--- src/rtl/pipe_stage_em.sv ---
// rtl/pipe_stage_em.sv - execute-to-memory stage register with skid buffer, flush and bubble counter
module pipe_stage_em #(
    parameter int XLEN         = 32,
    parameter int REG_ADDR_W   = 5,
    parameter int RESULT_SRC_W = 2,
    parameter int CNT_W        = 32
) (
    input  logic                    clk,
    input  logic                    rst,
    input  logic                    flush,
    input  logic                    valid_e,
    output logic                    ready_e,
    input  logic                    RegWriteE,
    input  logic [RESULT_SRC_W-1:0] ResultSrcE,
    input  logic                    MemWriteE,
    input  logic [XLEN-1:0]         ALUResultE,
    input  logic [XLEN-1:0]         WriteDataE,
    input  logic [REG_ADDR_W-1:0]   RdE,
    input  logic [XLEN-1:0]         PCPlus4E,
    output logic                    valid_m,
    input  logic                    ready_m,
    output logic                    RegWriteM,
    output logic [RESULT_SRC_W-1:0] ResultSrcM,
    output logic                    MemWriteM,
    output logic [XLEN-1:0]         ALUResultM,
    output logic [XLEN-1:0]         WriteDataM,
    output logic [REG_ADDR_W-1:0]   RdM,
    output logic [XLEN-1:0]         PCPlus4M,
    output logic [1:0]              occupancy,
    output logic [CNT_W-1:0]        bubble_cnt
);

    typedef struct packed {
        logic                    regWrite;
        logic [RESULT_SRC_W-1:0] resultSrc;
        logic                    memWrite;
        logic [XLEN-1:0]         aluResult;
        logic [XLEN-1:0]         writeData;
        logic [REG_ADDR_W-1:0]   rd;
        logic [XLEN-1:0]         pcPlus4;
    } payload_t;

    payload_t         inPayload;
    payload_t         mainEntry;
    payload_t         skidEntry;
    logic             mainValid;
    logic             skidValid;
    logic             inFire;
    logic             outFire;
    logic [CNT_W-1:0] bubbleCnt;

    always_comb begin
        inPayload.regWrite  = RegWriteE;
        inPayload.resultSrc = ResultSrcE;
        inPayload.memWrite  = MemWriteE;
        inPayload.aluResult = ALUResultE;
        inPayload.writeData = WriteDataE;
        inPayload.rd        = RdE;
        inPayload.pcPlus4   = PCPlus4E;
    end

    // ready_e depends only on held state, so no combinational path crosses the stage
    assign ready_e = ~skidValid;
    assign valid_m = mainValid;
    assign inFire  = valid_e & ready_e;
    assign outFire = mainValid & ready_m;

    always_ff @(posedge clk) begin
        if (rst) begin
            mainValid <= 1'b0;
            skidValid <= 1'b0;
            mainEntry <= '0;
            skidEntry <= '0;
            bubbleCnt <= '0;
        end else begin
            if (!mainValid && bubbleCnt != '1)
                bubbleCnt <= bubbleCnt + CNT_W'(1);

            if (flush) begin
                mainValid <= 1'b0;
                skidValid <= 1'b0;
            end else if (!mainValid) begin
                if (inFire) begin
                    mainEntry <= inPayload;
                    mainValid <= 1'b1;
                end
            end else if (!skidValid) begin
                if (outFire && inFire) begin
                    mainEntry <= inPayload;
                end else if (outFire) begin
                    mainValid <= 1'b0;
                end else if (inFire) begin
                    skidEntry <= inPayload;
                    skidValid <= 1'b1;
                end
            end else if (outFire) begin
                mainEntry <= skidEntry;
                skidValid <= 1'b0;
            end
        end
    end

    // Write enables are gated so a bubble can never commit state downstream
    assign RegWriteM  = mainValid & mainEntry.regWrite;
    assign MemWriteM  = mainValid & mainEntry.memWrite;
    assign ResultSrcM = mainEntry.resultSrc;
    assign ALUResultM = mainEntry.aluResult;
    assign WriteDataM = mainEntry.writeData;
    assign RdM        = mainEntry.rd;
    assign PCPlus4M   = mainEntry.pcPlus4;
    assign occupancy  = {1'b0, mainValid} + {1'b0, skidValid};
    assign bubble_cnt = bubbleCnt;

endmodule
--- config.mk ---
export PLATFORM = sky130hd
export DESIGN_NAME = pipe_stage_em
export DESIGN_NICKNAME = d
export VERILOG_FILES = /design/src/rtl/pipe_stage_em.sv
export SDC_FILE = /design/constraint.sdc
export NUM_CORES = 1
export LEC_CHECK = 0
export ABC_CLOCK_PERIOD_IN_PS = 5850
export BUFFER_PORTS_ARGS = -buffer_cell sky130_fd_sc_hd__buf_2
export CELL_PAD_IN_SITES_DETAIL_PLACEMENT = 0
export CELL_PAD_IN_SITES_GLOBAL_PLACEMENT = 2
export CORE_MARGIN = 2
export CORE_UTILIZATION = 33
export DETAILED_ROUTE_END_ITERATION = 16
export HOLD_SLACK_MARGIN = 0.15
export PLACE_DENSITY = 0.87
export SLEW_MARGIN = 20
export SYNTH_ARGS = -nofsm -noshare
export SYNTH_HDL_FRONTEND = slang
export SYNTH_SLANG_ARGS = --single-unit
--- constraint.sdc ---
create_clock -name clk -period 5.85 [get_ports clk]
set_clock_uncertainty 0.05 [all_clocks]
set_input_delay 1.17 -clock clk [delete_from_list [all_inputs] [get_ports clk]]
set_output_delay 1.17 -clock clk [all_outputs]
set_load 0.02 [all_outputs]
* After elaboration in Yosys (flattened, before gate mapping)
Cells that the tools add are included.
** Word-level totals
- Flip-flop bits (word level) :: 244
- Logic and storage cells :: 50
** Cells by class
- Mux-type cells :: 13
- Equal/unequal tests :: 3
- Reductions and logical operators :: 7
- Bitwise gates (word level) :: 8
- Add/sub/neg operators :: 2
** Operators by type and width (number)
- $mux 105 :: 5
- $add 32x1->32 const B :: 1
- $ne 32x32->1 const B :: 1
- $mux 1 :: 8
- $reduce_and 6->1 :: 1
- $and 1x1->1 :: 4
- $not 1->1 :: 4
- $reduce_and 4->1 :: 1
- $ne 3x1->1 const B :: 1
- $ne 3x2->1 const B :: 1
- $add 1x1->2 :: 1
- $logic_and 1x1->1 :: 2
- $reduce_bool 2->1 :: 1
- $reduce_or 2->1 :: 1
- $logic_not 1->1 :: 1

* Longest topological paths before layout
- Depth after elaboration :: 6
- Mapped depth :: 11
- Gate-level depth less buffers :: 7

* Least setup slack after synthesis
Ideal clock, no wire load.
- Path kind :: flip-flop to output port
- Start :: register mainValid (netlist: valid_m)
- End :: output port MemWriteM
- Required time :: 4630 ps
- Path slack :: 3034 ps
- Cell stages (with the launch flop) :: 5
- Arrival time :: 1596 ps
- Cell sequence :: dfxtp_1 clkbuf_1 clkbuf_1 clkbuf_1 and2_1
** Between the ends
- Cells in the longest elaborated chain, start to end :: 1
** Ends and longest elaborated chain
- start: declaration :: RTL line 46 : logic mainValid;
- start signal: assignment :: RTL line 70 : mainValid <= 1'b0;
- start signal: assignment :: RTL line 80 : mainValid <= 1'b0;
- start signal: assignment :: RTL line 85 : mainValid <= 1'b1;
- $and 1x1->1 :: RTL line 105 : assign MemWriteM = mainValid & mainEntry.memWrite;
- end: declaration :: RTL line 24 : output logic MemWriteM,
No other way between the ends.

* Worst setup path after layout
Same ends and word-level chain as after synthesis.

==> results.sh <==
export IMPL_postCtsSetupBuffers=0
export IMPL_synth_xor_area_share_pct=0.243
export IMPL_cts_root_buf="clkbuf_16"
export IMPL_tns_ns=0
export IMPL_ys_flop_type="dfxtp_1"
export IMPL_power_density_mw_per_mm2=308
export IMPL_crit_buf_inv=2
export IMPL_maxUsedRoutingLayer="met5"
export IMPL_drc=0
export IMPL_drive_above_1_share_pct=21.8
export IMPL_post_cts_resized=0
export IMPL_fill_cells=3377
export IMPL_worstPathMaxFanout=71
export IMPL_status="completed"
export IMPL_tightestPinTransition_ns=1.07
export IMPL_max_freq_mhz=257
export IMPL_yosys_area_share_simple_pct=25.7
export IMPL_initial_core_util_pct=33.4
export IMPL_grt_ovfl_total=0
export IMPL_grtUsageTotal_pct=17.6
export IMPL_pin_count=251
export IMPL_insertion_delay_ns=0.53
export IMPL_power_uw=3820
export IMPL_grt_max_degree=140
export IMPL_antenna_found_initial=6
export IMPL_wl_met1_um=14500
export IMPL_cts_htree_levels=1
export IMPL_cts_hold_buf=0
export IMPL_wl_met2_um=14000
export IMPL_drt_first_pass_iters=5
export IMPL_reg2reg_depth=8
export IMPL_die_w_um=185
export IMPL_routabilityCongestion=0.793
export IMPL_yosys_warnings=0
export IMPL_syn_inst=1379
export IMPL_leakagePower_uw=0.00483
export IMPL_reg2reg_from="skidValid$_SDFFE_PP0P_"
export IMPL_critPathLaunchType="flop"
export IMPL_via_count=9624
export IMPL_fp_dieH_um=185
export IMPL_io_buffers=250
export IMPL_synth_top_family_by_area="simple AND/OR/NAND/NOR gates"
export IMPL_syn_avg_cell_area_um2=7.84
export IMPL_min_path_type="flop to flop"
export IMPL_wl_um=31000
export IMPL_clk_path_buf_depth=3
export IMPL_cpMaxStageDelayCell="buf_4"
export IMPL_syn_to_final_growth_pct=14.7
export IMPL_vias_per_cell=5.03
export IMPL_die_area_mm2=0.0342
export IMPL_core_area_mm2=0.0324
export IMPL_clk_pin_slew_ns=0.06
export IMPL_ys_ff_latch=244
export IMPL_synthAdderAreaFrac_pct=0.347
export IMPL_post_route_util_pct=38.3
export IMPL_peakVddDrop_mv=0.197
export IMPL_period_minus_slack_ns=3.90
export IMPL_worstPathRequired_ns=4.63
export IMPL_cp_top_family="buffers and inverters"
export IMPL_relSlewSlack_pct=28.7
export IMPL_final_antenna_net_count=0
export IMPL_slew_violations=0
export IMPL_syn_area_mm2=0.0108
export IMPL_synthMuxAreaShare_pct=0.520
export IMPL_synth_compound_area_share_pct=16.4
export IMPL_end_kind="output pin"
export IMPL_worstPathCellList="buf_4 -> and2_1 -> buf_2"
export IMPL_finalSetupViolations=0
export IMPL_drtIter0Drc=572
export IMPL_clock_sinks=244
export IMPL_r2r_slack_ns=2.64
export IMPL_synth_enable_flop_cells=0
export IMPL_rsz0062_at_grt="false"
export IMPL_max_cap_violations=0
export IMPL_cts_made_buffers=28
export IMPL_cp_endpoint="MemWriteM"
export IMPL_critPathKind="flop to output pin"
export IMPL_row_count=66
export IMPL_hpwl_um=18300
export IMPL_cpPeakStageDelay_ns=0.81
export IMPL_reg2reg_to="PCPlus4M[19]$_SDFFE_PP0P_"
export IMPL_critPathArrivalTime_ns=2.68
export IMPL_worstSetupPathDepth=3
export IMPL_synthesis_nets=1492
export IMPL_critical_path_startpoint="valid_m$_SDFF_PP0_"
export IMPL_grt_pass1_wl_um=48800
export IMPL_synthDistinctLibCells=48
export IMPL_period_share_pct=66.6
export IMPL_grt_pass1_vias=8880
export IMPL_wl_met3_um=1830
export IMPL_async_flop_share_pct=0
export IMPL_layout_nets=1564
export IMPL_cts_tree="yes"
export IMPL_wl_per_cell_um=16.2
export IMPL_hold_violations=0
export IMPL_synth_yosys_seq_area_share_pct=45.2
export IMPL_hold_ws_ns=0.402
## layer usage
layer  vias to the layer above  GRT usage (%)
met5                         -              0
met4                         8           4.19
met3                        48           3.97
met2                       223           28.3
met1                      4511           24.0
li1                       4834              -
## stage by stage
step | setup slack [ns] | area, um2 | std cells
CTS | 1.96 | 12400 | 1913
global route | 1.85 | 12400 | 1914
floorplan | 3.03 | 10800 | 1379
finish | 1.95 | 12400 | 1915
global placement | 2.30 | 11500 | 1863
detailed placement | 2.22 | 11500 | 1863
## cells in the mapped netlist, types with 2 or more instances
library cell | instances | area [um2]
nor2_1 | 124 | 465
or3_2 | 3 | 22.5
o41ai_1 | 3 | 26.3
inv_1 | 6 | 22.5
xor2_1 | 3 | 26.3
a21oi_1 | 129 | 646
nand3_1 | 117 | 586
or3_1 | 8 | 50.1
clkbuf_1 | 101 | 379
buf_1 | 9 | 33.8
or4_1 | 4 | 30.0
o21ai_0 | 12 | 60.1
mux2_2 | 5 | 56.3
o31ai_1 | 8 | 60.1
or3b_2 | 2 | 17.5
and3_1 | 3 | 18.8
a311oi_1 | 105 | 920
and4_1 | 4 | 35.0
nand2_1 | 328 | 1230
buf_6 | 3 | 33.8
buf_4 | 103 | 773
nor4_1 | 3 | 18.8
nor3_1 | 7 | 35.0
nor2b_1 | 6 | 37.5
dfxtp_1 | 244 | 4880
nand4_1 | 9 | 56.3
and2_1 | 5 | 31.3
or4_2 | 3 | 26.3
ha_1 | 3 | 37.5
## registers in the layout (all words and copies together), names as in the netlist
register	cells
RdM	5
bubble_cnt	32
skidValid	1
PCPlus4M	32
ResultSrcM	2
valid_m	1
mainEntry	2
WriteDataM	32
skidEntry	105
ALUResultM	32
## how the worst min path moves through the flow
stage / startpoint / to / depth (start not counted)
2_1_floorplan: skidEntry[0]$_SDFFE_PP0P_ / skidEntry[0]$_SDFFE_PP0P_ / 2
3_3_place_gp: skidEntry[33]$_SDFFE_PP0P_ / skidEntry[33]$_SDFFE_PP0P_ / 2
3_5_place_dp: skidEntry[25]$_SDFFE_PP0P_ / skidEntry[25]$_SDFFE_PP0P_ / 2
4_1_cts: skidEntry[25]$_SDFFE_PP0P_ / skidEntry[25]$_SDFFE_PP0P_ / 2
5_1_grt: skidEntry[90]$_SDFFE_PP0P_ / skidEntry[90]$_SDFFE_PP0P_ / 2
6_report: skidEntry[0]$_SDFFE_PP0P_ / skidEntry[0]$_SDFFE_PP0P_ / 2
## layout by cell type (no fill, tap or decap), types with 5 or more instances in the layout
cell / synthesis / final
nor2_1: 124 / 123
nand4_1: 9 / 9
clkbuf_16: 0 / 29
dfxtp_1: 244 / 242
buf_4: 103 / 7
nand2_1: 328 / 327
nor2b_1: 6 / 6
or3_1: 8 / 8
nor3_1: 7 / 7
clkbuf_1: 101 / 15
o31ai_1: 8 / 8
inv_1: 6 / 6
a311oi_1: 105 / 105
nand3_1: 117 / 116
buf_2: 1 / 249
o21ai_0: 12 / 12
a21oi_1: 129 / 129
and2_1: 5 / 5
mux2_2: 5 / 5
## area by class of cell
cell class	instances	area, um2	share of cell area (%)
Clock inverter	3	40.0	0.323
Sequential cell	244	4890	39.4
Clock buffer	47	823	6.63
Multi-Input combinational cell	911	4700	37.9
Tap cell	442	553	4.46
Inverter	6	22.5	0.181
Antenna cell	2	5.00	0.0403
Timing Repair Buffer	260	1370	11.1
## power breakdown
part           leakage [uW]  switching (uW)  internal [uW]  total (uW)
Sequential          0.00199            45.5           1730        1770
Combinational       0.00243             250            132         382
Clock              0.000419             677            991        1670
Total               0.00483             972           2850        3820
## cell families (layout without fill, tap and decap cells)
group | count (synthesis) | count (layout)
simple gates | 637 | 637
compound gates | 263 | 263
flops | 244 | 244
buf+inv | 224 | 316
mux | 5 | 5
fa+ha+maj | 3 | 3
xor+xnor | 3 | 3
other cells | 0 | 2
## worst register-to-register path: cells and delay by family (launching register included)
| kind | cells | cell delay (ns) |
|---|---|---|
| flip-flops | 1 | 0.70 |
| adder cells (fa/ha/maj) | 1 | 0.23 |
| AO/OA/AOI/OAI | 3 | 0.50 |
| AND/OR/NAND/NOR | 2 | 0.93 |
| buffers and inverters | 2 | 0.70 |
(Power assumes the default switching activity.)
